**src/rtl/exp_align_if.sv**
```systemverilog
// Operand/result handshake bundle for the FP-adder exponent-align front end.
// The slave side is the aligner. The master side is whoever feeds operands and accepts results.
interface exp_align_if #(
    parameter int EXP_W = 8,
    parameter int MAN_W = 23
);
    localparam int AW = MAN_W + 4;

    logic             in_valid;
    logic             in_ready;
    logic [EXP_W-1:0] in_exp_a;
    logic [MAN_W-1:0] in_man_a;
    logic [EXP_W-1:0] in_exp_b;
    logic [MAN_W-1:0] in_man_b;

    logic             out_valid;
    logic             out_ready;
    logic [EXP_W-1:0] out_exp_max;
    logic [EXP_W-1:0] out_diff;
    logic             out_swap;
    logic             out_eq;
    logic             out_special;
    logic [AW-1:0]    out_man_big;
    logic [AW-1:0]    out_man_sml;

    modport slave (
        input  in_valid, in_exp_a, in_man_a, in_exp_b, in_man_b,
        output in_ready,
        output out_valid, out_exp_max, out_diff, out_swap, out_eq, out_special,
        output out_man_big, out_man_sml,
        input  out_ready
    );

    modport master (
        output in_valid, in_exp_a, in_man_a, in_exp_b, in_man_b,
        input  in_ready,
        input  out_valid, out_exp_max, out_diff, out_swap, out_eq, out_special,
        input  out_man_big, out_man_sml,
        output out_ready
    );
endinterface

```
**src/rtl/exp_align_pipe.sv**
```systemverilog
// Two-stage exponent compare / mantissa alignment front end for the FP adder.
// Stage 1 orders the operands by magnitude and computes the exponent difference.
// Stage 2 right-shifts the small mantissa by that difference, folding every lost bit into a sticky LSB.
module exp_align_pipe #(
    parameter int EXP_W = 8,
    parameter int MAN_W = 23
) (
    input  logic        clk,
    input  logic        rst_n,
    exp_align_if.slave  bus
);
    localparam int AW     = MAN_W + 4;
    localparam int STAGES = 2;

    typedef struct packed {
        logic [EXP_W-1:0] exp_max;
        logic [EXP_W-1:0] diff;
        logic             swap;
        logic             eq;
        logic             special;
        logic [AW-1:0]    man_big;
        logic [AW-1:0]    man_sml;
    } stage_t;

    // vld_pipe_q[0]: stage-1 register holds a pair, vld_pipe_q[1]: output register holds a result
    logic [STAGES-1:0] vld_pipe_q;
    stage_t            s1_q, s1_d;
    stage_t            s2_q, s2_d;
    logic              s1_load, s2_load;

    // A stage may load when it is empty or its content leaves this cycle
    assign s2_load      = !vld_pipe_q[1] | bus.out_ready;
    assign s1_load      = !vld_pipe_q[0] | s2_load;
    assign bus.in_ready = s1_load;

    // Stage 1: effective exponents, magnitude ordering and exponent difference
    logic             hid_a, hid_b;
    logic [EXP_W-1:0] eff_a, eff_b;
    logic [AW-1:0]    ext_a, ext_b;
    logic             swap;
    always_comb begin
        hid_a = |bus.in_exp_a;
        hid_b = |bus.in_exp_b;
        // Denormals share the alignment point of exponent 1
        eff_a = hid_a ? bus.in_exp_a : EXP_W'(1);
        eff_b = hid_b ? bus.in_exp_b : EXP_W'(1);
        ext_a = {hid_a, bus.in_man_a, 3'b000};
        ext_b = {hid_b, bus.in_man_b, 3'b000};
        // On equal exponents the larger {hidden,fraction} wins. Exact ties keep A as big.
        swap  = (eff_b > eff_a) | ((eff_a == eff_b) & (ext_b > ext_a));

        s1_d         = '0;
        s1_d.swap    = swap;
        s1_d.eq      = (eff_a == eff_b);
        s1_d.special = (&bus.in_exp_a) | (&bus.in_exp_b);
        s1_d.exp_max = swap ? eff_b : eff_a;
        s1_d.diff    = swap ? (eff_b - eff_a) : (eff_a - eff_b);
        s1_d.man_big = swap ? ext_b : ext_a;
        s1_d.man_sml = swap ? ext_a : ext_b;
    end

    // Stage 2: align the small mantissa with guard/round/sticky
    logic [AW-1:0] shifted, lost_mask;
    logic          sticky, too_far;
    always_comb begin
        s2_d      = s1_q;
        too_far   = (32'(s1_q.diff) >= 32'(AW));
        shifted   = s1_q.man_sml >> s1_q.diff;
        lost_mask = ~({AW{1'b1}} << s1_q.diff);
        sticky    = |(s1_q.man_sml & lost_mask);
        if (too_far)
            s2_d.man_sml = {{(AW-1){1'b0}}, |s1_q.man_sml};
        else
            s2_d.man_sml = {shifted[AW-1:1], shifted[0] | sticky};
    end

    // Valid shift chain and stage registers, advanced only where the downstream slot frees up
    always_ff @(posedge clk or negedge rst_n) begin
        if (!rst_n) begin
            vld_pipe_q <= '0;
            s1_q       <= '0;
            s2_q       <= '0;
        end else begin
            if (s1_load)
                vld_pipe_q[0] <= bus.in_valid;
            if (bus.in_valid & s1_load)
                s1_q <= s1_d;
            if (s2_load)
                vld_pipe_q[1] <= vld_pipe_q[0];
            if (vld_pipe_q[0] & s2_load)
                s2_q <= s2_d;
        end
    end

    assign bus.out_valid   = vld_pipe_q[1];
    assign bus.out_exp_max = s2_q.exp_max;
    assign bus.out_diff    = s2_q.diff;
    assign bus.out_swap    = s2_q.swap;
    assign bus.out_eq      = s2_q.eq;
    assign bus.out_special = s2_q.special;
    assign bus.out_man_big = s2_q.man_big;
    assign bus.out_man_sml = s2_q.man_sml;
endmodule

```
**src/flat_wrapper.sv**
```systemverilog
// flat-port wrapper written by rule: the top's interface ports become plain ports
module exp_align_pipe_flat 
#(
    parameter int EXP_W = 8,
    parameter int MAN_W = 23
)
  (clk, rst_n, bus_in_valid, bus_in_exp_a, bus_in_man_a, bus_in_exp_b, bus_in_man_b, bus_in_ready, bus_out_valid, bus_out_exp_max, bus_out_diff, bus_out_swap, bus_out_eq, bus_out_special, bus_out_man_big, bus_out_man_sml, bus_out_ready);
  exp_align_if #(.EXP_W(EXP_W), .MAN_W(MAN_W)) bus_i ();
  input  logic clk;
  input  logic rst_n;
  input wire logic [$bits(bus_i.in_valid)-1:0] bus_in_valid;
  input wire logic [$bits(bus_i.in_exp_a)-1:0] bus_in_exp_a;
  input wire logic [$bits(bus_i.in_man_a)-1:0] bus_in_man_a;
  input wire logic [$bits(bus_i.in_exp_b)-1:0] bus_in_exp_b;
  input wire logic [$bits(bus_i.in_man_b)-1:0] bus_in_man_b;
  output wire logic [$bits(bus_i.in_ready)-1:0] bus_in_ready;
  output wire logic [$bits(bus_i.out_valid)-1:0] bus_out_valid;
  output wire logic [$bits(bus_i.out_exp_max)-1:0] bus_out_exp_max;
  output wire logic [$bits(bus_i.out_diff)-1:0] bus_out_diff;
  output wire logic [$bits(bus_i.out_swap)-1:0] bus_out_swap;
  output wire logic [$bits(bus_i.out_eq)-1:0] bus_out_eq;
  output wire logic [$bits(bus_i.out_special)-1:0] bus_out_special;
  output wire logic [$bits(bus_i.out_man_big)-1:0] bus_out_man_big;
  output wire logic [$bits(bus_i.out_man_sml)-1:0] bus_out_man_sml;
  input wire logic [$bits(bus_i.out_ready)-1:0] bus_out_ready;
  assign bus_i.in_valid = bus_in_valid;
  assign bus_i.in_exp_a = bus_in_exp_a;
  assign bus_i.in_man_a = bus_in_man_a;
  assign bus_i.in_exp_b = bus_in_exp_b;
  assign bus_i.in_man_b = bus_in_man_b;
  assign bus_in_ready = bus_i.in_ready;
  assign bus_out_valid = bus_i.out_valid;
  assign bus_out_exp_max = bus_i.out_exp_max;
  assign bus_out_diff = bus_i.out_diff;
  assign bus_out_swap = bus_i.out_swap;
  assign bus_out_eq = bus_i.out_eq;
  assign bus_out_special = bus_i.out_special;
  assign bus_out_man_big = bus_i.out_man_big;
  assign bus_out_man_sml = bus_i.out_man_sml;
  assign bus_i.out_ready = bus_out_ready;
  exp_align_pipe #(.EXP_W(EXP_W), .MAN_W(MAN_W)) u_core (.clk(clk), .rst_n(rst_n), .bus(bus_i));
endmodule
```
**config.mk**
```make
export PLATFORM = sky130hd
export DESIGN_NAME = exp_align_pipe_flat
export DESIGN_NICKNAME = d
export VERILOG_FILES = /design/src/rtl/exp_align_if.sv /design/src/rtl/exp_align_pipe.sv /design/src/flat_wrapper.sv
export SDC_FILE = /design/constraint.sdc
export NUM_CORES = 1
export LEC_CHECK = 0
export ABC_CLOCK_PERIOD_IN_PS = 2100
export CORE_UTILIZATION = 35
export DETAILED_ROUTE_END_ITERATION = 10
export HOLD_SLACK_MARGIN = 0.1
export PLACE_DENSITY = 0.67
export RECOVER_POWER = 100
export SLEW_MARGIN = 15
export SYNTH_ARGS = -nofsm -noshare
export SYNTH_HDL_FRONTEND = slang
export SYNTH_SLANG_ARGS = --single-unit
```
**constraint.sdc**
```tcl
create_clock -name clk -period 2.1 [get_ports clk]
set_input_delay 0.42 -clock clk [delete_from_list [all_inputs] [get_ports clk]]
set_output_delay 0.42 -clock clk [all_outputs]
set_load 0.01 [all_outputs]
```
==> results.txt <==
- Total negative slack for setup checks: -39.76 ns
- Cells fill 58.6% of the core in the end.
- The die is 161 µm wide.
- Worst Tran Pin Value: 1.24 ns
* Number of rows in the core area: 57
* Comb pwr share: 44.6%
- Number of vias in the routed layout: 9767
- Once placement completed, the tool counted placed cells totaling 1592.
- Clock-pin slew was measured on the worst setup and hold paths at 0.07 ns.
* Timing startpoint of the critical path: bus_in_man_a[20]
* Maximum clock frequency: 357 MHz
* Pins over their slew limit: 0
- Overall overflow remaining after global route: 0
* Vias in the first global route: 9275
* Critical Setup Path Class: in -> reg
* Synth-to-layout area growth: 62.0%
- The worst hold path belongs to the class in -> reg.
- Setup violations remaining at the end of the flow were counted as 69.
* DRC violation count after routing: 0
* Layout Skew: 0.0142 ns
- The completed layout was analyzed and its total power is 12.3 mW.
- Final Critical Period: 2.80 ns
- Critical register-to-register path startpoint: u_core.s1_q[13]
* Maximum number of pins on one net before global-route repair: 54
- Slew Limit Headroom: 17.1%
- For this block, the initial DRC count from the detailed router was 942.
* Initial standard-cell utilization of the core: 36.2%
- Areal power density over the cells: 856 nW/µm²
- Final cycle utilization of the critical path: 134%
- Detailed-routed wire length on met2: 16400 µm
* Reg2reg setup slack: -0.24 ns
- In the detailed route, the total length drawn on met3 is 2710 µm.
- Input and output buffers added on the ports amount to 137.
* Share of cells above drive strength 1: 40.4%
- At the end of the flow, the number of nets in the layout was 1457.
- In this run the deepest clock path goes through 2 buffers.
- Crit path launch type: primary input
* Post-route cell area: 14400 µm²
- Critical-path maximum fanout: 9
* Run status: finished, violations left
- For this design, the sink count on the clock tree is 139.
- For this run, the leading register cell type out of synthesis is sky130_fd_sc_hd__dfrtp_1.
- The tool flagged a number of max-cap violations equal to 0.
- Core Region: 24600 µm²
* Largest voltage drop on the vdd net: 0.553 mV
- Number of standard cells after synthesis: 1013
- Worst R2R End: u_core.bus.out_man_sml[0]
- The checks that failed: setup timing.
- Wire length of the first global-routing pass: 51200 µm
- Gp weighted congestion: 0.925
- The die is 161 µm tall.
- Pin placement for this block handled 141 I/O pins.
* Total of warnings raised by yosys: 0
* Worst slack after detailed placement: -1.54 ns
- The later pin in the worst-skew pair is clocked with a latency of 0.45 ns.
- Average wire per standard cell: 21.3 µm
* Leading cell types in the layout, fill and taps excluded: 201 x sky130_fd_sc_hd__buf_4, 138 x sky130_fd_sc_hd__dfrtp_1, 83 x sky130_fd_sc_hd__nor2_1
- Router iterations before antenna repair: 5
* CTS tree: built
- The number of cells on the worst reg-to-reg path is 6.
* Leakage: 6.35 nW
- Switching share of power: 37.7%
- For the worst setup path, the data required time is 2.43 ns.
* Proportion of power drawn by flip-flops and latches: 29.8%
- Gr usage total: 25.2%
- Leaving out fill and tap cells, the most frequent cell in the layout is sky130_fd_sc_hd__buf_4.
- Signal routing reaches up to met4.
- RSZ-0062 raised after global routing: true
* Syn Area/Cell: 8.78 µm²
- Clk root buf: sky130_fd_sc_hd__clkbuf_16
* Number of antenna violations at the first check in global routing: 0
- Number of CTS-inserted buffers: 17
- Post-layout instance count excluding filler cells: 1687
- Post-detailed-route count of antenna-violating nets: 0
* Post-DP Area: 12200 µm²
- Summed over all nets, the switching power comes to 4.65 mW.
- Total internal power: 7.69 mW
- CP Capture Type: register
- Antenna Diode Count: 0
- Maximum level of the CTS H-tree: 4
- Part of the Yosys area used for sequential elements: 39.1%
* Synth async-reset ratio: 100%
* Hold slack final: 0.391 ns
* Via density: 5.79
- Count of state elements after synthesis: 139
- The floorplan step defined a die boundary enclosing 26100 µm².
- Summed over all layers, the routed wires come to 35900 µm.
- STA puts the critical path data arrival time at 3.14 ns.
- HPWL after detailed placement: 21300 µm
- Endpoint of the worst setup timing path: u_core.s1_q[26]
- Setup slack on the critical path of the routed design comes to -0.704 ns.
* Mapped cell area: 8900 µm²
- Count of unique library cells instantiated by Yosys: 62
* Final Hold Viols: 0
- In this run, the clock network consumes 25.5% of the power.
- The detailed router put a total of 15000 µm of wire on met1.
- In this run, synthesis inferred 0 flip-flops with an integrated enable.
worst min path at each step:
stage	start	end	depth (start not counted)
after floorplan	rst_n	u_core.bus.out_diff[0]	0
after global routing	bus_in_exp_a[5]	u_core.s1_q[70]	4
after CTS	bus_in_exp_b[5]	u_core.s1_q[70]	4
after detailed placement	rst_n	u_core.bus.out_exp_max[4]	1
after global placement	rst_n	u_core.bus.out_exp_max[4]	1
final	bus_in_exp_b[3]	u_core.s1_q[68]	4
logic make-up after synthesis:
kind of cell | Yosys count | share of synthesized area, %
muxes | 75 | 11.4
other | 1 | 0.0421
adders and majority gates | 41 | 5.93
DFF | 139 | 39.1
and+or+nand+nor | 325 | 17.1
buffers and inverters | 151 | 6.89
AOI/OAI and AO/OA | 281 | 19.5
power groups by stage:
| stage | clock [mW] | combinational (mW) | sequential [mW] |
|---|---|---|---|
| 6_report | 3.15 | 5.51 | 3.68 |
| 5_1_grt | 3.30 | 5.86 | 3.74 |
| 4_1_cts | 3.15 | 5.17 | 3.67 |
| 3_5_place_dp | 0 | 4.69 | 3.70 |
| 3_3_place_gp | 0 | 4.63 | 3.69 |
| 2_1_floorplan | 0 | 2.30 | 3.74 |
what timing repair did:
item,4_1_cts,5_1_grt
gates cloned,13,11
hold buffers,1,0
endpoints found under the hold margin,43,0
gates resized for setup,214,110
setup endpoints to repair,74,91
buffers inserted,29,14
pin swaps,77,67
routing by layer:
layer / global-route usage (%) / up-vias
met5: 0 / -
met4: 10.1 / 0
met3: 4.49 / 122
met2: 39.1 / 543
met1: 34.8 / 4741
li1: - / 4361
worst max-delay path, stage by stage:
cell,delay (ns)
sky130_fd_sc_hd__clkdlybuf4s50_1,0.56
sky130_fd_sc_hd__inv_1,0.10
sky130_fd_sc_hd__ha_1,0.29
sky130_fd_sc_hd__nand4_1,0.18
sky130_fd_sc_hd__nor4_4,0.34
sky130_fd_sc_hd__buf_4,0.19
sky130_fd_sc_hd__o311a_4,0.22
sky130_fd_sc_hd__or2_4,0.28
sky130_fd_sc_hd__buf_4,0.24
sky130_fd_sc_hd__a21oi_2,0.07
sky130_fd_sc_hd__o31ai_1,0.24
registers in the layout (all words and copies together) (netlist names):
register                flops
u_core.s1_q                67
u_core.bus.out_man_sml     27
u_core.bus.out_man_big     24
u_core.bus.out_diff         8
u_core.bus.out_exp_max      8
u_core.vld_pipe_q           2
u_core.bus.out_eq           1
u_core.bus.out_special      1
u_core.bus.out_swap         1
cells in the mapped netlist, drive strengths merged (28+ instances only):
library cell / number / area, µm²
dfrtp: 139 / 3480
o21ai: 101 / 505
nor2: 88 / 338
nand3: 78 / 390
clkbuf: 71 / 268
nand2: 71 / 269
a31oi: 57 / 357
inv: 52 / 195
a21oi: 44 / 220
mux2: 42 / 473
ha: 39 / 488
buf: 28 / 150
cell type report:
class | instances | area, µm²
fill | 1994 | 10200
multi-input combinational | 727 | 5700
timing repair buffer | 413 | 4030
sequential | 139 | 3480
clock buffer | 17 | 425
tap | 324 | 405
inverter | 52 | 198
clock inverter | 15 | 178
Note: power is estimated with default switching activity, not from simulation.
